File: config.mk
export PLATFORM = sky130hd
export DESIGN_NAME = npc_irq
export DESIGN_NICKNAME = d
export VERILOG_FILES = /design/src/rtl/npc_irq.sv
export SDC_FILE = /design/constraint.sdc
export NUM_CORES = 1
export LEC_CHECK = 0
export ABC_CLOCK_PERIOD_IN_PS = 3300
export BUFFER_PORTS_ARGS = -buffer_cell sky130_fd_sc_hd__buf_2
export CORE_UTILIZATION = 46
export CTS_BUF_LIST = sky130_fd_sc_hd__clkbuf_8
export CTS_CLUSTER_DIAMETER = 80
export DETAILED_ROUTE_END_ITERATION = 8
export HOLD_SLACK_MARGIN = 0.08
export PLACE_DENSITY = 0.86
export SYNTH_ARGS = -nofsm -noshare
export SYNTH_HDL_FRONTEND = slang
export SYNTH_SLANG_ARGS = --single-unit
File: constraint.sdc
create_clock -name clk -period 3.3 [get_ports clk]
set_input_delay 0.66 -clock clk [delete_from_list [all_inputs] [get_ports clk]]
set_output_delay 0.66 -clock clk [all_outputs]
set_load 0.1 [all_outputs]
File: src/rtl/npc_irq.sv
// Next-PC selection with a small interrupt controller (edge-detected lines, lowest-index priority, mret return).
// Build option: define NPC_VECTORED_EN for per-channel vectors (INT_BASE + 4*channel); otherwise all channels share INT_BASE.
module npc_irq #(
    parameter int               XLEN     = 32,
    parameter int               NUM_IRQ  = 4,
    parameter logic [XLEN-1:0]  INT_BASE = XLEN'(32'h0000_0100)
) (
    input  logic                clk,
    input  logic                rstn,
    input  logic [XLEN-1:0]     pc,
    input  logic [XLEN-1:0]     pc_in,
    input  logic [XLEN-1:0]     imm,
    input  logic [XLEN-1:0]     alu_out,
    input  logic [2:0]          npc_op,
    input  logic                stall,
    input  logic [NUM_IRQ-1:0]  irq_in,
    input  logic                irq_en,
    input  logic                mret,
    output logic [XLEN-1:0]     npc,
    output logic                int_taken,
    output logic [3:0]          int_cause,
    output logic [XLEN-1:0]     epc,
    output logic                in_isr
);

    typedef enum logic {
        IDLE = 1'b0,
        ISR  = 1'b1
    } state_t;

    state_t              state_reg, state_next;
    logic [NUM_IRQ-1:0]  irq_d_reg;
    logic [NUM_IRQ-1:0]  pending_reg, pending_next;
    logic [NUM_IRQ-1:0]  irq_edge;
    logic [NUM_IRQ-1:0]  take_onehot;
    logic [NUM_IRQ-1:0]  take_mask;
    logic [XLEN-1:0]     epc_reg;
    logic [XLEN-1:0]     base_target;
    logic [XLEN-1:0]     vector;
    logic [3:0]          int_cause_reg;
    logic [3:0]          winner;
    logic                int_taken_reg;
    logic                take;
    logic                found;

    genvar gi;
    generate
        for (gi = 0; gi < NUM_IRQ; gi++) begin : g_edge
            assign irq_edge[gi]  = irq_in[gi] & ~irq_d_reg[gi];
            assign take_mask[gi] = take & take_onehot[gi];
        end
    endgenerate

    always_comb begin
        base_target = pc + XLEN'(4);
        case (npc_op)
            3'b001, 3'b010: base_target = pc_in + imm;
            3'b100:         base_target = alu_out;
            default:        base_target = stall ? pc : pc + XLEN'(4);
        endcase
    end

    // Lowest set pending index wins.
    always_comb begin
        winner      = 4'd0;
        take_onehot = '0;
        found       = 1'b0;
        for (int i = 0; i < NUM_IRQ; i++) begin
            if (pending_reg[i] && !found) begin
                winner         = 4'(i);
                take_onehot[i] = 1'b1;
                found          = 1'b1;
            end
        end
    end

`ifdef NPC_VECTORED_EN
    assign vector = INT_BASE + (XLEN'(winner) << 2);
`else
    assign vector = INT_BASE;
`endif

    // While reset is asserted the interrupt paths are masked so npc is the plain base target.
    always_comb begin
        state_next = state_reg;
        take       = 1'b0;
        npc        = base_target;
        if (rstn) begin
            case (state_reg)
                IDLE: begin
                    if (irq_en && !stall && found) begin
                        take       = 1'b1;
                        npc        = vector;
                        state_next = ISR;
                    end
                end
                ISR: begin
                    if (mret) begin
                        if (stall) begin
                            npc = pc;
                        end else begin
                            npc        = epc_reg;
                            state_next = IDLE;
                        end
                    end
                end
                default: state_next = IDLE;
            endcase
        end
    end

    // A fresh edge on the channel being taken survives because irq_edge is OR-ed after the clear.
    assign pending_next = (pending_reg & ~take_mask) | irq_edge;

    always_ff @(posedge clk) begin
        if (!rstn) begin
            state_reg     <= IDLE;
            pending_reg   <= '0;
            irq_d_reg     <= '0;
            epc_reg       <= '0;
            int_cause_reg <= 4'd0;
            int_taken_reg <= 1'b0;
        end else begin
            state_reg     <= state_next;
            pending_reg   <= pending_next;
            irq_d_reg     <= irq_in;
            int_taken_reg <= take;
            if (take) begin
                epc_reg       <= base_target;
                int_cause_reg <= winner;
            end
        end
    end

    assign int_taken = int_taken_reg;
    assign int_cause = int_cause_reg;
    assign epc       = epc_reg;
    assign in_isr    = (state_reg == ISR);

endmodule

==> reports/summary.md <==
Cell area power density: 400 nW/µm². Summed over all failing endpoints, the final setup total negative slack is -10920 ps. The post-synthesis to final-layout area growth was 80.0%; the instance count of the mapped netlist was 683. The critical path starts at imm[0].

The synthesized design contains 0 enable-type register cells. The first global-routing pass estimated 34.8 mm of wire. Final non-filler cell total: 1168. The root buffer cell is clkbuf_8.

The flow ran to the end, but the final reports show violations. The placement row count is 37, and the post-route total power is 3640 µW. Setup violations remaining at the end of the flow were counted as 27. The length in cells of the worst reg-to-reg path was 6; the time the final worst path needs with I/O delays and setup was 4010 ps. The critical path ends at npc[28]. The fraction of the cycle the final worst path needs is 1.22, and the flip-flop count of the largest register after layout is 32.

The tools report the number of hold violations in the final report as 0. The worst slew margin relative to its limit came out at 0.298. Clock tree synthesis found a total of 44 sinks.

The run gives 3350 ps as the arrival time at the worst endpoint. Startpoint of the worst register-to-register path: in_isr. The net count of the finished layout is 1202.

The share of async-settable or async-resettable flops after synthesis was 0. The final reports fail on negative setup slack. Routability-driven placement finished with a final weighted congestion of 0.980. Across all hold checks on the routed design, the worst slack comes to 528 ps.

Detailed placement finished with a half-perimeter wire length of 16.6 mm. The tools report the reg2reg setup slack as 1240 ps. The synthesized design contains 44 register bits.

The library cell used most frequently in the layout, excluding fill and tap cells, is buf_2. Leading register cell type out of synthesis: dfxtp_1. TritonCTS built the clock tree. The critical setup path kind was in2out. After detailed routing, the number of remaining DRC violations is 0.

For the pin with the worst max-slew slack, the measured transition is 1040 ps. Starting density of the core: 0.482. The clock slew at the register clock pins of the worst setup and hold paths was 90 ps; the number of global-route vias before repair was 7233. The worst register-to-register path ends at epc[15]. The tool flagged a number of max-cap violations equal to 0. Summed over all layers, the routed wires come to 26.0 mm.

During placement, the flow inserted port buffers numbering 207. The clock passes through at most 2 buffers. The logs give 5060 µm² for the post-synthesis instance area and 0 for the number of hold buffers added after CTS. The clock network latency to the later pin of the worst-skew pair came out at 310 ps.

The total area inside the core boundary comes to 10500 µm². The run gives 3 as the number of antenna violations at the first check in global routing. IR analysis of the VDD net gives a maximum drop of 0.383 mV. The logic depth of the worst path, buffers included was 15. The tools report the count of warnings emitted by yosys as 0. The tools report the post-detailed-route count of antenna-violating nets as 0. After synthesis, the mean cell area works out to 7.41 µm². The maximum single-stage delay on the critical path is 360 ps, and the overall global routing resource usage is 0.385.

The tools report the startpoint type of the worst setup path as an input pin. Measured along the x axis, the die boundary spans 107 µm. Most common cell type on the critical path: a21oi_4. The worst-case clock skew came out at 3.41 ps. The slowest cell on the critical path was a221oi_2. The die covers 11400 µm². Once placement completed, the tool counted placed cells totaling 1136. Yosys mapped the design onto 77 distinct sky130hd cell types. The run gives 2640 ps as the data required time at the worst endpoint.

The first routing iteration left 1013 violations. The top cell types in the final layout, fill and taps aside, are buf_2, buf_4, o21ai_0. The logs give 5 for the clock buffer count from CTS and 0 for the aggregate global routing overflow. In this design, the largest share of critical-path delay is due to compound AO/OA/AOI/OAI gates. STA classifies the critical path endpoint as an output port. The final route contains 7720 vias. Sequential cell area fraction in the yosys report: 0.174. Worst-path maximum fanout: 4.

The final number of max-transition violations came out at 0. Type of the tightest min-delay check: reg2reg. The ratio of cells with drive above 1 in the final layout came out at 0.534. Mean number of vias per cell: 6.61. The number of iterations in the first detailed-routing pass was 6; the number of fillers in the final layout was 496. Die extent in y: 107 µm. The run gives -713 ps as the worst-case setup margin in the final layout. Walking the worst path, the cells encountered are buf_8, ha_4, inv_4, fa_2, and2b_2, o2111ai_4, a21oi_2, o211ai_2, a21oi_4, buf_6, a31oi_1, xnor2_1, a221oi_2, a21oi_4, buf_12. The critical path contains buffers and inverters numbering 4 combined. The H-tree level count was 2.

Setup repair after global routing could not meet its margin everywhere. The logs give 210 for the number of top-level pins and 0.249 GHz for the maximum clock rate. Dividing the detail-routed wire length by the instance count gives 22.2 µm.

Entering global routing, the biggest net connects 68 pins. For the leakage component of the power, the log shows 0.00412 µW.
[worst min-delay path by stage]
stage	cells past startpoint	slack [ps]	end	startpoint
2_1_floorplan	2	470	pending_reg[3]	pending_reg[3]
6_report	2	530	pending_reg[1]	irq_d_reg[1]
4_1_cts	2	530	pending_reg[1]	irq_d_reg[1]
5_1_grt	1	560	epc[8]	epc[8]
3_5_place_dp	1	510	int_cause[0]	int_cause[0]
3_3_place_gp	2	480	pending_reg[3]	irq_d_reg[3]
[power by group]
part	total, µW	switching (µW)	internal [µW]
registers	607	35.0	572
clock network	449	220	229
logic	2590	1610	978
total	3640	1870	1780
[cell type report]
cell class	instances	area [µm²]	area share
Multi-Input combinational cell	577	4960	0.544
Timing Repair Buffer	379	2890	0.317
Sequential cell	44	882	0.0968
Tap cell	136	170	0.0187
Inverter	22	87.6	0.00961
Clock buffer	5	68.8	0.00755
Clock inverter	3	46.3	0.00508
Antenna cell	2	5.00	0.000549
[Yosys cell counts (3+ instances only)]
master | number | area (µm²)
a21oi_1 | 83 | 415
o21ai_0 | 63 | 315
nand2_1 | 49 | 184
dfxtp_1 | 44 | 881
nor2_1 | 44 | 165
ha_1 | 32 | 400
clkbuf_1 | 29 | 109
xnor2_1 | 25 | 219
inv_1 | 22 | 82.6
nand3_1 | 20 | 100
xor2_1 | 20 | 175
mux2_2 | 19 | 214
a211oi_1 | 18 | 135
nor2b_1 | 15 | 93.8
a221oi_1 | 13 | 114
nor3_1 | 12 | 60.1
o211a_1 | 11 | 110
a21o_1 | 10 | 75.1
o21ai_1 | 9 | 45.0
o22ai_1 | 9 | 56.3
mux2i_1 | 8 | 80.1
a22oi_1 | 7 | 52.6
a31oi_1 | 7 | 43.8
and3_1 | 7 | 43.8
buf_2 | 7 | 35.0
nor4_1 | 7 | 43.8
and2_1 | 6 | 37.5
nand4_1 | 6 | 37.5
or3_1 | 6 | 37.5
nand2b_1 | 5 | 31.3
a21oi_2 | 4 | 35.0
a221oi_2 | 4 | 60.1
a21boi_0 | 3 | 22.5
o21a_1 | 3 | 22.5
o21bai_1 | 3 | 22.5
or2_2 | 3 | 18.8
[tightest hold or removal path, stage by stage, from the launching register on]
cell and delay (ps):
dfxtp_1 320, nand2b_1 90, a21boi_0 70
[metrics by stage]
| stage | util | area (µm²) | worst slack (ps) |
|---|---|---|---|
| CTS | 0.840 | 8830 | -573 |
| detailed placement | 0.789 | 8300 | -663 |
| finish | 0.867 | 9110 | -713 |
| floorplan | - | 5640 | -528 |
| global placement | 0.789 | 8300 | -624 |
| global route | 0.867 | 9110 | -993 |
[kinds of logic after synthesis]
logic type                 count (synthesis)  synth area share
AOI/OAI and AO/OA                        274             0.360
xor gates and xnor gates                  45            0.0779
adders and majority gates                 33            0.0831
buffers and inverters                     63            0.0502
DFF                                       44             0.174
muxes                                     27            0.0581
other                                      1          0.000741
and+or+nand+nor                          196             0.196
[metal layers]
layer,global-route usage,vias up,wire [µm]
li1,-,3248,-
met1,0.405,3525,8390
met2,0.702,691,12300
met3,0.0687,256,2870
met4,0.250,0,2420
met5,0,-,0
[what timing repair did]
| item | in CTS | in global routing |
|---|---|---|
| pin swaps | 68 | 57 |
| endpoints found under the setup margin | 26 | 29 |
| setup buffers | 23 | 16 |
| resized for setup | 62 | 37 |
| hold endpoints to repair | 0 | 0 |
No activity file was read; power rests on OpenSTA's default activity.
